===== config.mk =====
export PLATFORM = sky130hd
export DESIGN_NAME = mc_maindec
export DESIGN_NICKNAME = d
export VERILOG_FILES = /design/src/rtl/mc_maindec.sv
export SDC_FILE = /design/constraint.sdc
export NUM_CORES = 1
export LEC_CHECK = 0
export ABC_AREA = 1
export CAP_MARGIN = 10
export CORE_AREA = 5 5 42 44
export CTS_CLUSTER_DIAMETER = 30
export DETAILED_ROUTE_END_ITERATION = 16
export DIE_AREA = 0 0 47 49
export PLACE_DENSITY_LB_ADDON = 0.1
export SKIP_CTS_REPAIR_TIMING = 1
export SYNTH_ARGS = -nofsm -noshare
export SYNTH_HDL_FRONTEND = slang
export SYNTH_SLANG_ARGS = --single-unit

===== constraint.sdc =====
create_clock -name clk -period 1.5 [get_ports clk]
set_clock_uncertainty 0.1 [all_clocks]
set_input_delay 0.3 -clock clk [delete_from_list [all_inputs] [get_ports clk]]
set_output_delay 0.3 -clock clk [all_outputs]
set_load 0.01 [all_outputs]

===== src/rtl/mc_maindec.sv =====
// Multicycle main control FSM for the MIPS core: sequences fetch/decode/execute/memory/writeback
// and drives datapath enables, mux selects and aluop. Optional memory handshake under `MEM_READY_EN`.
module mc_maindec (
  input  logic       clk,
  input  logic       rst_n,
  input  logic [5:0] op,
  input  logic       zero,
`ifdef MEM_READY_EN
  input  logic       mem_ready,
`endif
  output logic       memwrite,
  output logic       irwrite,
  output logic       regwrite,
  output logic       regdst,
  output logic       memtoreg,
  output logic       alusrca,
  output logic       iord,
  output logic [1:0] alusrcb,
  output logic [1:0] pcsrc,
  output logic [1:0] aluop,
  output logic       pcen,
  output logic       illegal
);

  localparam logic [5:0] OP_RTYPE = 6'b000000;
  localparam logic [5:0] OP_LW    = 6'b100011;
  localparam logic [5:0] OP_SW    = 6'b101011;
  localparam logic [5:0] OP_BEQ   = 6'b000100;
  localparam logic [5:0] OP_ADDI  = 6'b001000;
  localparam logic [5:0] OP_J     = 6'b000010;

  typedef enum logic [3:0] {
    S_RESET   = 4'd0,
    S_FETCH   = 4'd1,
    S_DECODE  = 4'd2,
    S_MEMADR  = 4'd3,
    S_MEMRD   = 4'd4,
    S_MEMWB   = 4'd5,
    S_MEMWR   = 4'd6,
    S_RTYPEEX = 4'd7,
    S_RTYPEWB = 4'd8,
    S_BEQEX   = 4'd9,
    S_ADDIEX  = 4'd10,
    S_ADDIWB  = 4'd11,
    S_JEX     = 4'd12
  } state_t;

  state_t state_q, state_d;
  logic   pcwrite, branch, mem_done;

`ifdef MEM_READY_EN
  assign mem_done = mem_ready;
`else
  assign mem_done = 1'b1;
`endif

  always_ff @(posedge clk or negedge rst_n) begin
    if (!rst_n) state_q <= S_RESET;
    else        state_q <= state_d;
  end

  always_comb begin
    state_d  = S_FETCH;
    memwrite = 1'b0;
    irwrite  = 1'b0;
    regwrite = 1'b0;
    regdst   = 1'b0;
    memtoreg = 1'b0;
    alusrca  = 1'b0;
    iord     = 1'b0;
    alusrcb  = 2'b00;
    pcsrc    = 2'b00;
    aluop    = 2'b00;
    pcwrite  = 1'b0;
    branch   = 1'b0;
    illegal  = 1'b0;
    unique case (state_q)
      S_RESET: state_d = S_FETCH;
      S_FETCH: begin
        // IR/PC load only on the cycle the memory access completes
        irwrite = mem_done;
        pcwrite = mem_done;
        alusrcb = 2'b01;
        state_d = mem_done ? S_DECODE : S_FETCH;
      end
      S_DECODE: begin
        alusrcb = 2'b11;
        case (op)
          OP_LW, OP_SW: state_d = S_MEMADR;
          OP_RTYPE:     state_d = S_RTYPEEX;
          OP_BEQ:       state_d = S_BEQEX;
          OP_ADDI:      state_d = S_ADDIEX;
          OP_J:         state_d = S_JEX;
          default: begin
            illegal = 1'b1;
            state_d = S_FETCH;
          end
        endcase
      end
      S_MEMADR: begin
        alusrca = 1'b1;
        alusrcb = 2'b10;
        state_d = (op == OP_LW) ? S_MEMRD : S_MEMWR;
      end
      S_MEMRD: begin
        iord    = 1'b1;
        state_d = mem_done ? S_MEMWB : S_MEMRD;
      end
      S_MEMWB: begin
        memtoreg = 1'b1;
        regwrite = 1'b1;
      end
      S_MEMWR: begin
        iord     = 1'b1;
        memwrite = 1'b1;
        state_d  = mem_done ? S_FETCH : S_MEMWR;
      end
      S_RTYPEEX: begin
        alusrca = 1'b1;
        aluop   = 2'b10;
        state_d = S_RTYPEWB;
      end
      S_RTYPEWB: begin
        regdst   = 1'b1;
        regwrite = 1'b1;
      end
      S_BEQEX: begin
        alusrca = 1'b1;
        aluop   = 2'b01;
        pcsrc   = 2'b01;
        branch  = 1'b1;
      end
      S_ADDIEX: begin
        alusrca = 1'b1;
        alusrcb = 2'b10;
        state_d = S_ADDIWB;
      end
      S_ADDIWB: regwrite = 1'b1;
      S_JEX: begin
        pcsrc   = 2'b10;
        pcwrite = 1'b1;
      end
      default: state_d = S_FETCH;
    endcase
  end

  assign pcen = pcwrite | (branch & zero);

endmodule


Yosys cells after proc, flatten, opt, wreduce, memory -nomap -nowiden
Index checks and enable logic that the tools add are counted.
Widths: inputs -> output; s select.

word-level totals
  flip-flop bits (word level) = 4
  input bits = 9
  logic and storage cells = 45

cells by class
  equality and inequality tests = 17
  muxes and demuxes = 17
  bitwise operators = 2
  reductions and logical operators = 8

operators with widths
  cell                number
  $pmux 4 s6          1
  $eq 4x4->1 const B  5
  $pmux 4 s5          1
  $eq 4x3->1 const B  4
  $eq 6x6->1 const B  2
  $mux 1              11
  $eq 4x2->1 const B  2
  $pmux 2 s2          2
  $reduce_or 2->1     4
  $eq 6x2->1 const B  1
  $eq 6x3->1 const B  1
  $eq 6x4->1 const B  1
  $logic_not 6->1     1
  $pmux 2 s3          1
  $reduce_or 6->1     1
  $eq 4x1->1 const B  1
  $reduce_or 4->1     1
  $reduce_or 3->1     1
  $mux 2              1
  $and 1x1->1         1
  $or 1x1->1          1

Longest topological paths before layout
  depth in word-level cells = 4
  mapped depth = 7
  mapped depth without buffers = 7

Worst setup path after synthesis
Ideal clock, no wire load.

  kind = flip-flop to output port
  start point = register state_q[3]
  end point = output port illegal
  data arrival time = 1.025 ns
  data required time = 1.100 ns
  slack = 0.075 ns
  cell stages (with the launch flop) = 6
  path through = dfrtp_1 -> nor2_2 -> inv_2 -> nor2_4 -> nand3_1 -> nor2_1

on the way
  longest elaborated chain between the ends = 2

ends and longest elaborated chain
  element                   line  source
  start: declaration        48    state_t state_q, state_d;
  start signal: assignment  59    else state_q <= state_d;
  $eq 4x2->1                77    unique case (state_q)
  $mux 1                    77
  end: declaration          22    output logic illegal

No other way between the ends.

Worst setup path after layout
  start point = register state_q[1]
  end point = output port pcen

on the way
  longest elaborated chain between the ends = 4
  elaborated cells between the ends (all ways) = 8
  those cells by class = eq/ne: 3; mux: 2; bitwise: 2; reduce/logical: 1

ends and longest elaborated chain
  element                                              line     source
  $eq 4x4->1 or $eq 4x1->1 (tied branches)             77
  $reduce_or 2->1 (no line) or $mux 1 (tied branches)  n/a
  $mux 1 or $and 1x1->1 (tied branches)                77, 147
  $or 1x1->1 (*)                                       147      assign pcen = pcwrite | (branch & zero);
  end: declaration                                     21       output logic pcen,

Mark *: on every way between the ends. The rest lies on a longest branch, timed or not.

==> impl_metrics.prom <==
# TYPE chip_impl_metric gauge
chip_impl_metric{name="power_density",unit="mW/mm²"} 1830
chip_impl_metric{name="port_buffers",unit=""} 23
chip_impl_metric{name="setup-violations-final",unit=""} 15
chip_impl_info{name="clk_root_buffer_cell",value="clkbuf_4"} 1
chip_impl_metric{name="die-height",unit="µm"} 49
chip_impl_metric{name="worst_vdd_drop",unit="V"} 0.000936
chip_impl_metric{name="cp_data_required_time",unit="ns"} 1.10
chip_impl_metric{name="n_antenna_cell",unit=""} 0
chip_impl_metric{name="multi_input_gate_area_in_the_final_layout",unit="µm²"} 388
chip_impl_metric{name="area_of_the_mapped_netlist",unit="µm²"} 490
chip_impl_metric{name="vias_per_cell",unit=""} 4.73
chip_impl_metric{name="worst_slew_pin_slew",unit="ns"} 0.211
chip_impl_info{name="yosys.area.top_type",value="dfrtp_1"} 1
chip_impl_info{name="crit_path_start_kind",value="register"} 1
chip_impl_info{name="unrepaired_setup_endpoints_after_global_routing",value="yes"} 1
chip_impl_metric{name="worstPathMaxFanout",unit=""} 4
chip_impl_info{name="biggest_register",value="state_q"} 1
chip_impl_info{name="reg.largest.list",value="state_q (4)"} 1
chip_impl_metric{name="number_of_placement_rows",unit=""} 14
chip_impl_metric{name="fillCellCount",unit=""} 104
chip_impl_metric{name="final_nets",unit=""} 144
chip_impl_metric{name="globalRouteOverflowTotal",unit=""} 0
chip_impl_metric{name="clk-insertion-delay-late",unit="ns"} 0.24
chip_impl_metric{name="synth-warning-count",unit=""} 0
chip_impl_metric{name="finalWorstPathRequiredPeriod",unit="ns"} 1.77
chip_impl_metric{name="synth_seq_cells",unit=""} 4
chip_impl_info{name="critPathKind",value="reg -> out"} 1
chip_impl_info{name="outcome",value="finished, violations left"} 1
chip_impl_info{name="yosys-top-cells-area",value="dfrtp_1 20%, nand3_1 12%, inv_1 12%, nand2_1 9.9%, nor2_1 9.2%"} 1
chip_impl_metric{name="syn_to_final_growth",unit="%"} 110
chip_impl_metric{name="power_leakage",unit="nW"} 0.608
chip_impl_metric{name="detail_route.wirelength",unit="µm"} 1850
chip_impl_info{name="violations",value="setup timing"} 1
chip_impl_metric{name="finalWorstSetupSlack",unit="ns"} -0.275
chip_impl_metric{name="synth_async_sr_flop_share",unit="%"} 100
chip_impl_metric{name="post-layout-total-power",unit="mW"} 1.88
chip_impl_metric{name="timing.max_cap.violations",unit=""} 0
chip_impl_metric{name="drt_first_pass_iters",unit=""} 3
chip_impl_metric{name="maxClockFrequency",unit="MHz"} 563
chip_impl_metric{name="via_count",unit=""} 705
chip_impl_metric{name="largest_reg_flops",unit=""} 4
chip_impl_metric{name="synthDistinctLibCells",unit=""} 16
chip_impl_metric{name="synthesis.area_per_instance",unit="µm²"} 5.84
chip_impl_metric{name="dpl_worst_slack",unit="ns"} -0.645
chip_impl_metric{name="cts.clk_slew.worst_paths",unit="ns"} 0.04
chip_impl_metric{name="cts_max_path_buffers",unit=""} 2
chip_impl_metric{name="route.detailed.wl_per_inst",unit="µm"} 12.4
chip_impl_metric{name="io-pin-count",unit=""} 24
chip_impl_metric{name="max-slew-margin-rel",unit="%"} 85.9
chip_impl_metric{name="post-dp-hpwl",unit="µm"} 1260
chip_impl_metric{name="register_area",unit="µm²"} 104
chip_impl_info{name="hold_class",value="in -> async"} 1
chip_impl_metric{name="synth_enable_flop_cells",unit=""} 0
chip_impl_metric{name="numClockSinks",unit=""} 4
chip_impl_info{name="tritoncts",value="done"} 1
chip_impl_metric{name="final_layout_size_suffix_gt1_share",unit="%"} 59.4
chip_impl_info{name="worstSetupEndpointType",value="primary output"} 1
chip_impl_metric{name="grt_antenna_before_repair",unit=""} 0
chip_impl_metric{name="gp_congestion",unit=""} 0.826
chip_impl_metric{name="cts_made_buffers",unit=""} 3
chip_impl_metric{name="grt_first_pass_wirelength",unit="µm"} 2400
chip_impl_metric{name="synth_top_cell_area_share",unit="%"} 20.4
chip_impl_metric{name="initial_utilization",unit="%"} 35.0
chip_impl_metric{name="grt_util_all_layers",unit="%"} 14.4
chip_impl_metric{name="antenna_violating_nets_post_route",unit=""} 0
chip_impl_metric{name="synth_nets",unit=""} 93
chip_impl_metric{name="die_x",unit="µm"} 47
chip_impl_metric{name="area_of_the_core",unit="mm²"} 0.00140
chip_impl_metric{name="slew_violations",unit=""} 0
chip_impl_metric{name="worst_ep_arrival_time",unit="ns"} 1.37
chip_impl_metric{name="grt_max_degree",unit=""} 8
chip_impl_metric{name="htree_levels",unit=""} 1
chip_impl_metric{name="drc",unit=""} 0
chip_impl_metric{name="synth_sequential_area_ratio",unit="%"} 20.4
chip_impl_info{name="synthFlopType",value="dfrtp_1"} 1
chip_impl_metric{name="grt_pass1_vias",unit=""} 633
chip_impl_metric{name="syn_inst",unit=""} 84
chip_impl_metric{name="final_min_period_over_clock_period",unit="%"} 118
chip_impl_metric{name="timing.final.hold_violations",unit=""} 0
chip_impl_metric{name="die_area",unit="mm²"} 0.00230
chip_impl_metric{name="drt_first_iter_violations",unit=""} 2
[cells by family after synthesis]
family / Yosys count / share of synthesized area (%)
buf+inv: 20 / 15.3
flops: 4 / 20.4
compound gates: 5 / 5.87
simple gates: 55 / 58.4
[critical path, stage by stage, from the launching register on]
cell     delay (ns)
dfrtp_1        0.42
inv_2          0.10
nand2_4        0.08
nor3_4         0.21
buf_6          0.13
nand2_2        0.04
nand3_2        0.05
buf_6          0.10
[through the flow]
stage	hold slack, ns	util, %	std cells	TNS [ns]	area, µm²
after floorplan	-0.0956	-	84	0	490
after global placement	0.410	62.0	140	-5.31	868
after detailed placement	0.419	62.0	140	-5.53	868
after CTS	0.166	63.6	143	-8.96	891
after global routing	0.188	73.4	149	-3.59	1030
final	0.176	73.4	149	-2.69	1030
[final timing paths]
kind                                  from    endpoint  slack, ns  depth (start not counted)
worst max-delay path            state_q[1]        pcen      -0.27                          7
worst min-delay path                 rst_n  state_q[1]       0.18                          1
worst max register to register  state_q[2]  state_q[0]       0.07                          8
worst min register to register  state_q[3]  state_q[3]       0.70                          5
max in group asynchronous            rst_n  state_q[0]       0.93                          1
min in group clk                     op[4]  state_q[2]       0.46                          3
[placed cells by master (no fill, tap or decap)]
cell	synthesis	final
nor3_1	2	1
inv_2	4	7
dfrtp_1	4	1
inv_4	0	1
nor2_2	5	7
dlymetal6s2s_1	0	3
clkdlybuf4s50_1	0	6
buf_2	0	7
buf_12	0	1
nand2_1	13	11
nand3_2	1	4
clkbuf_2	0	1
nand4_1	1	1
clkbuf_4	0	3
buf_4	0	15
nand2_2	5	5
nor3_4	0	1
a21oi_1	3	3
dfrtp_2	0	3
nor2_4	3	6
nor3_2	1	1
nand3_1	12	9
o21ai_2	0	1
nand2_4	0	2
buf_6	0	13
nor2_1	12	7
inv_1	16	12
a31o_2	1	1
[report_power, final]
group / internal (mW) / leakage [nW] / switching [mW] / total, mW
combinational: 0.766 / 0.548 / 0.725 / 1.49
clock: 0.0898 / 0.0138 / 0.0483 / 0.138
sequential: 0.162 / 0.0463 / 0.0876 / 0.249
[final cells by class]
class / count / share of cell area [%]
Tap cell: 16 / 1.95
Sequential cell: 4 / 10.1
Clock buffer: 3 / 2.19
Inverter: 20 / 7.54
Multi-Input combinational cell: 60 / 37.7
Timing Repair Buffer: 46 / 40.5
[metal layers]
| metal | global-route usage [%] | vias to the layer above | part of all wire, % |
|---|---|---|---|
| met5 | 0 | - | 0 |
| met4 | 8.29 | 0 | 3.3 |
| met3 | 4.06 | 6 | 5.9 |
| met2 | 25.6 | 19 | 56 |
| met1 | 13.7 | 324 | 35 |
| li1 | - | 356 | - |
[cells in the mapped netlist (2+ instances only)]
library cell,n
a21oi_1,3
dfrtp_1,4
inv_1,16
inv_2,4
nand2_1,13
nand2_2,5
nand3_1,12
nor2_1,12
nor2_2,5
nor2_4,3
nor3_1,2
Power figures use the tool's default switching activity.
